$ cat src/rtl/baugh_wooley_divider_8bit_if.sv
// Handshake and operand/result bundle for the signed sequential divider.
interface baugh_wooley_divider_8bit_if #(
    parameter int unsigned WIDTH = 8
);
    logic             Start;
    logic [WIDTH-1:0] Dividend;
    logic [WIDTH-1:0] Divisor;
    logic [WIDTH-1:0] Quotient;
    logic [WIDTH-1:0] Remainder;
    logic             Busy;
    logic             Done;
    logic             DivZero;
    logic             Overflow;

    // Requester side: drives the operation, observes results.
    modport master (
        output Start, Dividend, Divisor,
        input  Quotient, Remainder, Busy, Done, DivZero, Overflow
    );

    // Divider side.
    modport slave (
        input  Start, Dividend, Divisor,
        output Quotient, Remainder, Busy, Done, DivZero, Overflow
    );
endinterface

$ cat src/rtl/baugh_wooley_divider_8bit.sv
// Signed restoring shift-subtract divider, one quotient bit per clock.
// Fixed latency: Start accepted at E0, results/Done appear after E0+WIDTH+1.
module baugh_wooley_divider_8bit #(
    parameter int unsigned WIDTH = 8
) (
    input  logic                         clk,
    input  logic                         rst_n,
    baugh_wooley_divider_8bit_if.slave   io_bus
);
    localparam int unsigned CntW = $clog2(WIDTH) + 1;

    typedef enum logic [1:0] {StIdle, StCalc, StSign, StDone} state_e;

    state_e            r_state,    w_state_nxt;
    logic [WIDTH:0]    r_rem,      w_rem_nxt;     // partial remainder
    logic [WIDTH-1:0]  r_dvd,      w_dvd_nxt;     // dividend magnitude, becomes quotient magnitude
    logic [WIDTH-1:0]  r_dvs,      w_dvs_nxt;     // divisor magnitude
    logic [WIDTH-1:0]  r_a_raw,    w_a_raw_nxt;   // raw dividend, returned on divide by zero
    logic              r_neg_a,    w_neg_a_nxt;
    logic              r_neg_q,    w_neg_q_nxt;
    logic              r_ez,       w_ez_nxt;      // divide by zero seen at acceptance
    logic              r_eo,       w_eo_nxt;      // -MIN / -1 seen at acceptance
    logic [CntW-1:0]   r_cnt,      w_cnt_nxt;
    logic [WIDTH-1:0]  r_quot,     w_quot_nxt;
    logic [WIDTH-1:0]  r_remo,     w_remo_nxt;
    logic              r_busy,     w_busy_nxt;
    logic              r_done,     w_done_nxt;
    logic              r_divzero,  w_divzero_nxt;
    logic              r_ovf,      w_ovf_nxt;

    logic [WIDTH+1:0]  w_shift;
    logic [WIDTH+1:0]  w_trial;
    logic [WIDTH-1:0]  w_min_val;

    assign w_min_val = {1'b1, {(WIDTH-1){1'b0}}};
    // Shift {rem, dvd} left by one; extra top bit carries the trial-subtract sign.
    assign w_shift   = {r_rem, r_dvd[WIDTH-1]};
    assign w_trial   = w_shift - {2'b00, r_dvs};

    // State and datapath registers with synchronous active-low reset.
    always_ff @(posedge clk) begin
        if (!rst_n) begin
            r_state   <= StIdle;
            r_rem     <= '0;
            r_dvd     <= '0;
            r_dvs     <= '0;
            r_a_raw   <= '0;
            r_neg_a   <= 1'b0;
            r_neg_q   <= 1'b0;
            r_ez      <= 1'b0;
            r_eo      <= 1'b0;
            r_cnt     <= '0;
            r_quot    <= '0;
            r_remo    <= '0;
            r_busy    <= 1'b0;
            r_done    <= 1'b0;
            r_divzero <= 1'b0;
            r_ovf     <= 1'b0;
        end else begin
            r_state   <= w_state_nxt;
            r_rem     <= w_rem_nxt;
            r_dvd     <= w_dvd_nxt;
            r_dvs     <= w_dvs_nxt;
            r_a_raw   <= w_a_raw_nxt;
            r_neg_a   <= w_neg_a_nxt;
            r_neg_q   <= w_neg_q_nxt;
            r_ez      <= w_ez_nxt;
            r_eo      <= w_eo_nxt;
            r_cnt     <= w_cnt_nxt;
            r_quot    <= w_quot_nxt;
            r_remo    <= w_remo_nxt;
            r_busy    <= w_busy_nxt;
            r_done    <= w_done_nxt;
            r_divzero <= w_divzero_nxt;
            r_ovf     <= w_ovf_nxt;
        end
    end

    // Next-state and datapath control.
    always_comb begin
        w_state_nxt   = r_state;
        w_rem_nxt     = r_rem;
        w_dvd_nxt     = r_dvd;
        w_dvs_nxt     = r_dvs;
        w_a_raw_nxt   = r_a_raw;
        w_neg_a_nxt   = r_neg_a;
        w_neg_q_nxt   = r_neg_q;
        w_ez_nxt      = r_ez;
        w_eo_nxt      = r_eo;
        w_cnt_nxt     = r_cnt;
        w_quot_nxt    = r_quot;
        w_remo_nxt    = r_remo;
        w_busy_nxt    = r_busy;
        w_done_nxt    = 1'b0;
        w_divzero_nxt = r_divzero;
        w_ovf_nxt     = r_ovf;

        unique case (r_state)
            StIdle, StDone: begin
                if (io_bus.Start) begin
                    // Two's-complement magnitude; the most negative value maps to 2^(WIDTH-1).
                    w_dvd_nxt     = io_bus.Dividend[WIDTH-1] ? ('0 - io_bus.Dividend)
                                                             : io_bus.Dividend;
                    w_dvs_nxt     = io_bus.Divisor[WIDTH-1]  ? ('0 - io_bus.Divisor)
                                                             : io_bus.Divisor;
                    w_a_raw_nxt   = io_bus.Dividend;
                    w_neg_a_nxt   = io_bus.Dividend[WIDTH-1];
                    w_neg_q_nxt   = io_bus.Dividend[WIDTH-1] ^ io_bus.Divisor[WIDTH-1];
                    w_ez_nxt      = (io_bus.Divisor == '0);
                    w_eo_nxt      = (io_bus.Dividend == w_min_val) && (&io_bus.Divisor);
                    w_rem_nxt     = '0;
                    w_cnt_nxt     = '0;
                    w_busy_nxt    = 1'b1;
                    w_divzero_nxt = 1'b0;
                    w_ovf_nxt     = 1'b0;
                    w_state_nxt   = StCalc;
                end else begin
                    w_state_nxt   = StIdle;
                end
            end
            StCalc: begin
                if (!w_trial[WIDTH+1]) begin
                    w_rem_nxt = w_trial[WIDTH:0];
                    w_dvd_nxt = {r_dvd[WIDTH-2:0], 1'b1};
                end else begin
                    w_rem_nxt = w_shift[WIDTH:0];
                    w_dvd_nxt = {r_dvd[WIDTH-2:0], 1'b0};
                end
                w_cnt_nxt = r_cnt + CntW'(1);
                if (r_cnt == CntW'(WIDTH - 1)) begin
                    w_state_nxt = StSign;
                end
            end
            StSign: begin
                if (r_ez) begin
                    w_quot_nxt = '1;
                    w_remo_nxt = r_a_raw;
                end else if (r_eo) begin
                    w_quot_nxt = w_min_val;
                    w_remo_nxt = '0;
                end else begin
                    w_quot_nxt = r_neg_q ? ('0 - r_dvd) : r_dvd;
                    w_remo_nxt = r_neg_a ? ('0 - r_rem[WIDTH-1:0]) : r_rem[WIDTH-1:0];
                end
                w_divzero_nxt = r_ez;
                w_ovf_nxt     = r_eo;
                w_busy_nxt    = 1'b0;
                w_done_nxt    = 1'b1;
                w_state_nxt   = StDone;
            end
            default: begin
                w_state_nxt = StIdle;
            end
        endcase
    end

    assign io_bus.Quotient  = r_quot;
    assign io_bus.Remainder = r_remo;
    assign io_bus.Busy      = r_busy;
    assign io_bus.Done      = r_done;
    assign io_bus.DivZero   = r_divzero;
    assign io_bus.Overflow  = r_ovf;
endmodule

$ cat src/flat_wrapper.sv
// flat-port wrapper written by rule: the top's interface ports become plain ports
module baugh_wooley_divider_8bit_flat 
#(
    parameter int unsigned WIDTH = 8
)
  (clk, rst_n, io_bus_Start, io_bus_Dividend, io_bus_Divisor, io_bus_Quotient, io_bus_Remainder, io_bus_Busy, io_bus_Done, io_bus_DivZero, io_bus_Overflow);
  baugh_wooley_divider_8bit_if #(.WIDTH(WIDTH)) io_bus_i ();
  input  logic clk;
  input  logic rst_n;
  input wire logic [$bits(io_bus_i.Start)-1:0] io_bus_Start;
  input wire logic [$bits(io_bus_i.Dividend)-1:0] io_bus_Dividend;
  input wire logic [$bits(io_bus_i.Divisor)-1:0] io_bus_Divisor;
  output wire logic [$bits(io_bus_i.Quotient)-1:0] io_bus_Quotient;
  output wire logic [$bits(io_bus_i.Remainder)-1:0] io_bus_Remainder;
  output wire logic [$bits(io_bus_i.Busy)-1:0] io_bus_Busy;
  output wire logic [$bits(io_bus_i.Done)-1:0] io_bus_Done;
  output wire logic [$bits(io_bus_i.DivZero)-1:0] io_bus_DivZero;
  output wire logic [$bits(io_bus_i.Overflow)-1:0] io_bus_Overflow;
  assign io_bus_i.Start = io_bus_Start;
  assign io_bus_i.Dividend = io_bus_Dividend;
  assign io_bus_i.Divisor = io_bus_Divisor;
  assign io_bus_Quotient = io_bus_i.Quotient;
  assign io_bus_Remainder = io_bus_i.Remainder;
  assign io_bus_Busy = io_bus_i.Busy;
  assign io_bus_Done = io_bus_i.Done;
  assign io_bus_DivZero = io_bus_i.DivZero;
  assign io_bus_Overflow = io_bus_i.Overflow;
  baugh_wooley_divider_8bit #(.WIDTH(WIDTH)) u_core (.clk(clk), .rst_n(rst_n), .io_bus(io_bus_i));
endmodule
$ cat config.mk
export PLATFORM = sky130hd
export DESIGN_NAME = baugh_wooley_divider_8bit_flat
export DESIGN_NICKNAME = d
export VERILOG_FILES = /design/src/rtl/baugh_wooley_divider_8bit_if.sv /design/src/rtl/baugh_wooley_divider_8bit.sv /design/src/flat_wrapper.sv
export SDC_FILE = /design/constraint.sdc
export NUM_CORES = 1
export LEC_CHECK = 0
export CORE_AREA = 2 2 110 91
export CTS_BUF_LIST = sky130_fd_sc_hd__clkbuf_16
export CTS_CLUSTER_DIAMETER = 150
export DETAILED_ROUTE_END_ITERATION = 8
export DIE_AREA = 0 0 112 93
export GPL_TIMING_DRIVEN = 0
export PLACE_DENSITY = 0.66
export SLEW_MARGIN = 30
export SYNTH_ARGS = -nofsm -noshare
export SYNTH_HDL_FRONTEND = slang
export SYNTH_SLANG_ARGS = --single-unit
$ cat constraint.sdc
create_clock -name clk -period 4.6 [get_ports clk]
set_input_delay 0.92 -clock clk [delete_from_list [all_inputs] [get_ports clk]]
set_output_delay 0.92 -clock clk [all_outputs]
set_load 0.05 [all_outputs]
======== Yosys cells after proc, flatten, opt, wreduce, memory -nomap -nowiden ========
Index checks and enable logic that the tools add are counted.
storage, ports and cells
  flip-flop bits (word level) ............. 63
  input port bits ......................... 19
  output and inout bits ................... 20
  word-level logic and storage cells ...... 65
cells by class
  $add $sub $neg .......................... 6
  equal/unequal tests ..................... 7
  muxes and demuxes ....................... 25
  bitwise gates (word level) .............. 1
  reduce and logical (&&, ||, !) cells .... 10
operators by type and width
  kind                                                                   number
  8-bit two-way mux                                                      9
  1-bit by 8-bit subtractor with 8-bit output, first input constant      4
  9-bit two-way mux                                                      2
  9-bit one-hot mux with 2 select lines                                  1
  8-bit one-hot mux with 2 select lines                                  1
  10-bit by 8-bit subtractor with 10-bit output                          1
  8-bit equality test, second input constant                             1
  8-bit logical NOT                                                      1
  4-bit one-hot mux with 2 select lines                                  1
  8-bit AND reduction                                                    1
  1-bit one-hot mux with 2 select lines                                  3
  2-bit one-hot mux with 3 select lines                                  1
  2-bit AND reduction                                                    3
  1-bit two-way mux                                                      5
  4-bit by 1-bit adder with 4-bit output, second input constant          1
  2-bit equality test, second input constant                             2
  4-bit by 3-bit equality test with 1-bit output, second input constant  1
  4-bit two-way mux                                                      1
  2-bit nonzero test                                                     2
  2-bit by 1-bit equality test with 1-bit output, second input constant  1
  2-bit logical NOT                                                      1
  2-bit two-way mux                                                      1
  2-bit by 1-bit != test with 1-bit output, second input constant        1
  2-bit != test, second input constant                                   1
  other kinds (3)                                                        3

======== Longest topological paths before layout ========
  depth after elaboration ................. 4
  gate-level depth with buffers ........... 10
  gate-level depth less buffers ........... 10

======== Worst setup path after synthesis ========
OpenSTA, ideal clock, no wires.
  path kind ............................... reg-to-reg
  from .................................... reg u_core.r_dvs[7]
  to ...................................... reg u_core.r_dvd[0]
  setup time .............................. 0.130 ns
  arrival ................................. 1.982 ns
  data required time ...................... 4.470 ns
  slack ................................... 2.488 ns
  stages on the path, launching flop included .. 11
  path buffers ............................ 2
  clock period less this slack ............ 2.112 ns
  cells stage by stage .................... dfxtp_1 -> inv_1 -> ha_1 -> a211oi_2 -> o211ai_1 -> or3_1 -> buf_6 -> and2_1 -> buf_6 -> mux2i_1 -> a21oi_1
between the ends
  longest elaborated chain between the ends .. 3
RTL lines
  element                                        line                              text
  from (decl)                                    baugh_wooley_divider_8bit.sv:17   logic [WIDTH-1:0] r_dvs, w_dvs_nxt;
  from (signal assigned)                         baugh_wooley_divider_8bit.sv:63   r_dvs <= w_dvs_nxt;
  10-bit by 8-bit subtractor with 10-bit output  baugh_wooley_divider_8bit.sv:38   assign w_trial = w_shift - {2'b00, r_dvs};
  1-bit two-way mux                              baugh_wooley_divider_8bit.sv:122  if (!w_trial[WIDTH+1]) begin
  8-bit one-hot mux with 2 select lines          baugh_wooley_divider_8bit.sv:98   unique case (r_state)
  to (signal assigned)                           baugh_wooley_divider_8bit.sv:62   r_dvd <= w_dvd_nxt;
  to (decl)                                      baugh_wooley_divider_8bit.sv:16   logic [WIDTH-1:0] r_dvd, w_dvd_nxt;
No other way between the ends.
A chain may end at the register's enable or synchronous reset.

======== Final worst setup path ========
  from .................................... in io_bus_Start
  to ...................................... reg u_core.r_cnt[1]
between the ends
  longest elaborated chain between the ends .. 2
RTL lines
  element                               line                             text
  from (decl)                           flat_wrapper.sv:10               input wire logic [$bits(io_bus_i.Start)-1:0] io_bus_Start;
  2-bit != test (no source line)        n/a
  2-bit AND reduction (no source line)  n/a
  to (signal assigned)                  baugh_wooley_divider_8bit.sv:69  r_cnt <= w_cnt_nxt;
  to (decl)                             baugh_wooley_divider_8bit.sv:23  logic [CntW-1:0] r_cnt, w_cnt_nxt;
No other way between the ends.

==> run metrics <==
fin crit share=0.5631; total power divided by cell area=694.7 mW/mm²; unrepaired setup endpoints after global routing=false; Final Setup Violations=0; Flop pwr share=0.268; critical path arrival=2.84 ns; end point of the worst hold path=u_core.r_dvs[7]; maximum number of pins on one net before global-route repair=11; die footprint=approximately 0.010 mm²; initial antenna violation count=0; Tot GR Track Use=0.1841; worst clock skew=0.004584 ns; area of placed instances=0.004160 mm²; fraction of layout cells with a size suffix above 1=0.04449; number of hold buffers added after cts=0; critical path type=in -> reg; internal power summed over all cells=0.001727 W; actual transition at the worst max-transition pin=0.6694 ns; number of antenna diodes=0; buffers from clock root to sink, at most=2; routed vias=~3300; detailed-routed wire length on met2=about 3700 µm; portion of total power attributed to combinational logic=0.540; placed wire-length estimate=about 7000 µm; number of design rule violations left after detail routing=0; Distinct cells, synth=47; series of cell instances along the critical path=clkdlybuf4s50_1 > nand2b_1 > clkbuf_1 > o21ai_1 > clkbuf_1 > nand2_1 > a21boi_0; uppermost metal layer occupied by signal nets=met4; max-slew violation count=0; slowest stage delay, CP=0.47 ns; x dimension of the die=112 µm; cell types with the largest area share after synthesis=dfxtp_1, nand2_1, ha_1, o21ai_0, a21boi_0; number of buffers inserted during clock tree synthesis=9; Hold Path Stages=2; kind of launch point of the worst setup path=input port; total number of placement rows=32; CP Max Fanout=10; capturing point of the worst reg2reg path=u_core.r_rem[4]; sequential fraction of the synthesis area=0.3409; register-to-register setup slack=2.29 ns; Synth Area in Simple Gates=0.2162; Final Core Density=0.4717; # H-tree levels=3; synthesized netlist cell count=464; detailed-routing iteration count for the pre-antenna-repair pass=4; source of the worst register-to-register timing path=u_core.r_rem[1]; standard cell core area=0.009369 mm²; Worst IR Drop VDD=around 0.00041 V; data required time of the worst path=4.85 ns; result of the run=completed; multiplexer share of the synthesized area=0.02474; mean area per synthesized cell=7.847 µm²; Clk pwr share=0.193; global-route wire length before repair=between 15000 and 20000 µm; non-filler instance count after layout=around 640; number of nets with antenna violations after detailed routing=0; Static Leak=1.735 nW; master of the slowest instance on the critical path=clkbuf_1; xor and xnor area share after synthesis=0.07216; final critical path time including I/O delays and setup=around 2.6 ns; post-CTS setup repair buffer count=0; fraction of power spent switching nets=0.4375; metal1 wirelength=between 4000 and 5000 µm; Largest delay share family, worst path=buffers and inverters; most used cell along the critical path=clkbuf_1; ratio of routed vias to standard cells=between 5 and 6; Min-Delay Path Class=reg -> reg; buffer and inverter count on the worst path=3; total grt overflow=0; CP endpoint kind=flip-flop; Yosys top cell area share=0.3409; sw power=about 0.0013 W; flip-flop cell with the highest count after synthesis=dfxtp_1; synthesized-area fraction occupied by ao, oa, aoi and oai cells=0.2289; signed area change from the synthesized netlist to the final layout=21.37%; vertical die dimension=just over 90 µm; number of enable flip-flop cells after synthesis=0; Synth warnings=0; clock-pin transition on the worst setup and hold timing paths=0.05 ns; number of DRC violations after detailed-routing iteration 0=324; clock sink total=62; flip-flop and latch count after synthesis=62; pre-CTS setup slack=1.699 ns; final wirelength=between 9000 and 10000 µm; final hold viol count=0; clock root buffer=clkbuf_16; largest family of logic cells by synthesized area=compound AO/OA/AOI/OAI gates; total nets after synthesis=500; area share of fa/ha/maj cells after synthesis=0.06048; share of flip-flops with an asynchronous set or reset after synthesis=0; max-cap violations=0; number of port buffers=37; Levels on crit path=7; worst setup margin=2.010 ns; TNS Setup=0 ns; worst slew slack as a fraction of its limit=0.5496; cells on worst reg2reg path=8; post-route cell area=0.004419 mm²; TritonCTS clock tree=done; via count of the first global-routing pass=3119; biggest area consumer among synthesized cells=dfxtp_1; maximum clock rate=~0.39 GHz; wire length on met3=610 µm; number of nets in the layout=approximately 550; Top-Level Pins=39; Placed Instances=620; worst hold path startpoint=u_core.r_dvs[7]; final estimated routing congestion in global placement=0.8679; number of gates given a new drive strength after cts=0; worst skew pair latency=roughly 0.33 ns; effective utilization at floorplan=0.3886; number of fillers in the final layout=920; Cell Area, Synth=0.003641 mm²; WL per Instance=~14 µm
[metrics by stage]
stage	total power, W	hold slack, ns
CTS	0.003071	0.4629
floorplan	0.002072	0.4368
global route	0.003308	0.4913
finish	0.003070	0.4615
global placement	0.002455	0.4527
detailed placement	0.002478	0.4569
[layout make-up]
type	count	area (µm²)	area share
repair buffers	37	370.4	0.08381
multi-input cells	351	2193	0.4963
plain buffers	28	120.1	0.02718
clock buffers	9	225.2	0.05096
flip-flops and latches	62	1241	0.2809
clock inverters	7	33.78	0.007644
well taps	119	148.9	0.03369
inverters	23	86.33	0.01954
[how the worst max path moves through the flow]
stage / start / to
after floorplan: u_core.r_dvs[7] / u_core.r_dvd[0]
final: io_bus_Start / u_core.r_cnt[1]
after global placement: io_bus_Start / u_core.r_dvd[2]
after detailed placement: io_bus_Start / u_core.r_dvd[3]
after global routing: io_bus_Start / u_core.r_cnt[1]
after CTS: io_bus_Start / u_core.r_dvd[3]
[synth_stat cells, drive strengths merged (11+ instances only)]
cell type	instances
nand2	81
dfxtp	62
o21ai	39
nor2	30
clkbuf	26
inv	23
a21boi	22
a21oi	18
ha	16
xnor2	15
xor2	15
and2	12
nor2b	11
o211a	11
[state kept, by name (all words and copies together), names as in the netlist, 2 cells and up]
name and flops:
u_core.r_state 2, u_core.r_a_raw 8, u_core.io_bus.Remainder 8, u_core.io_bus.Quotient 8, u_core.r_cnt 4, u_core.r_dvd 8
u_core.r_dvs 8, u_core.r_rem 9
[power by group through the flow]
stage          clock network (W)  logic (W)  registers [W]
2_1_floorplan                  0    0.00107        0.00100
3_3_place_gp                   0    0.00163       0.000827
3_5_place_dp                   0    0.00165       0.000833
4_1_cts                 0.000595    0.00165       0.000823
5_1_grt                 0.000622    0.00184       0.000844
6_report                0.000591    0.00166       0.000822
[placed cells by master, fill, tap and decap left out, types with 6 or more instances in the layout]
| cell type | instances |
|---|---|
| nor4_1 | 6 |
| mux2i_1 | 9 |
| nand2_1 | 81 |
| clkbuf_16 | 9 |
| xor2_1 | 15 |
| nor2b_1 | 11 |
| xnor2_1 | 15 |
| dfxtp_1 | 62 |
| ha_1 | 16 |
| o21ai_0 | 33 |
| a21boi_0 | 21 |
| o211a_1 | 11 |
| inv_1 | 25 |
| a21oi_1 | 18 |
| nand2b_1 | 6 |
| clkdlybuf4s50_1 | 37 |
| nand3_1 | 9 |
| clkbuf_1 | 26 |
| o21ai_1 | 6 |
| and2_1 | 12 |
| nor2_1 | 30 |
[worst reg2reg max path, delay by kind of cell (launching register included)]
| kind | cells | cell delay [ns] |
|---|---|---|
| buffers and inverters | 1 | 0.14 |
| muxes | 1 | 0.20 |
| and+or+nand+nor | 1 | 0.22 |
| DFF | 1 | 0.49 |
| adders and majority gates | 1 | 0.36 |
| AOI/OAI and AO/OA | 4 | 0.81 |
[metal layers]
layer,GRT usage,vias up
met5,0,-
met4,0.04472,0
met3,0.05703,11
met2,0.2687,94
met1,0.2649,1489
li1,-,1684
[cell families (layout without fill, tap and decap cells)]
group                      after synthesis  after routing
DFF                                     62             62
AOI/OAI and AO/OA                      123            123
muxes                                    9              9
and+or+nand+nor                        172            172
adders and majority gates               17             17
buffers and inverters                   51            104
xor gates and xnor gates                30             30
(Power assumes the default switching activity.)
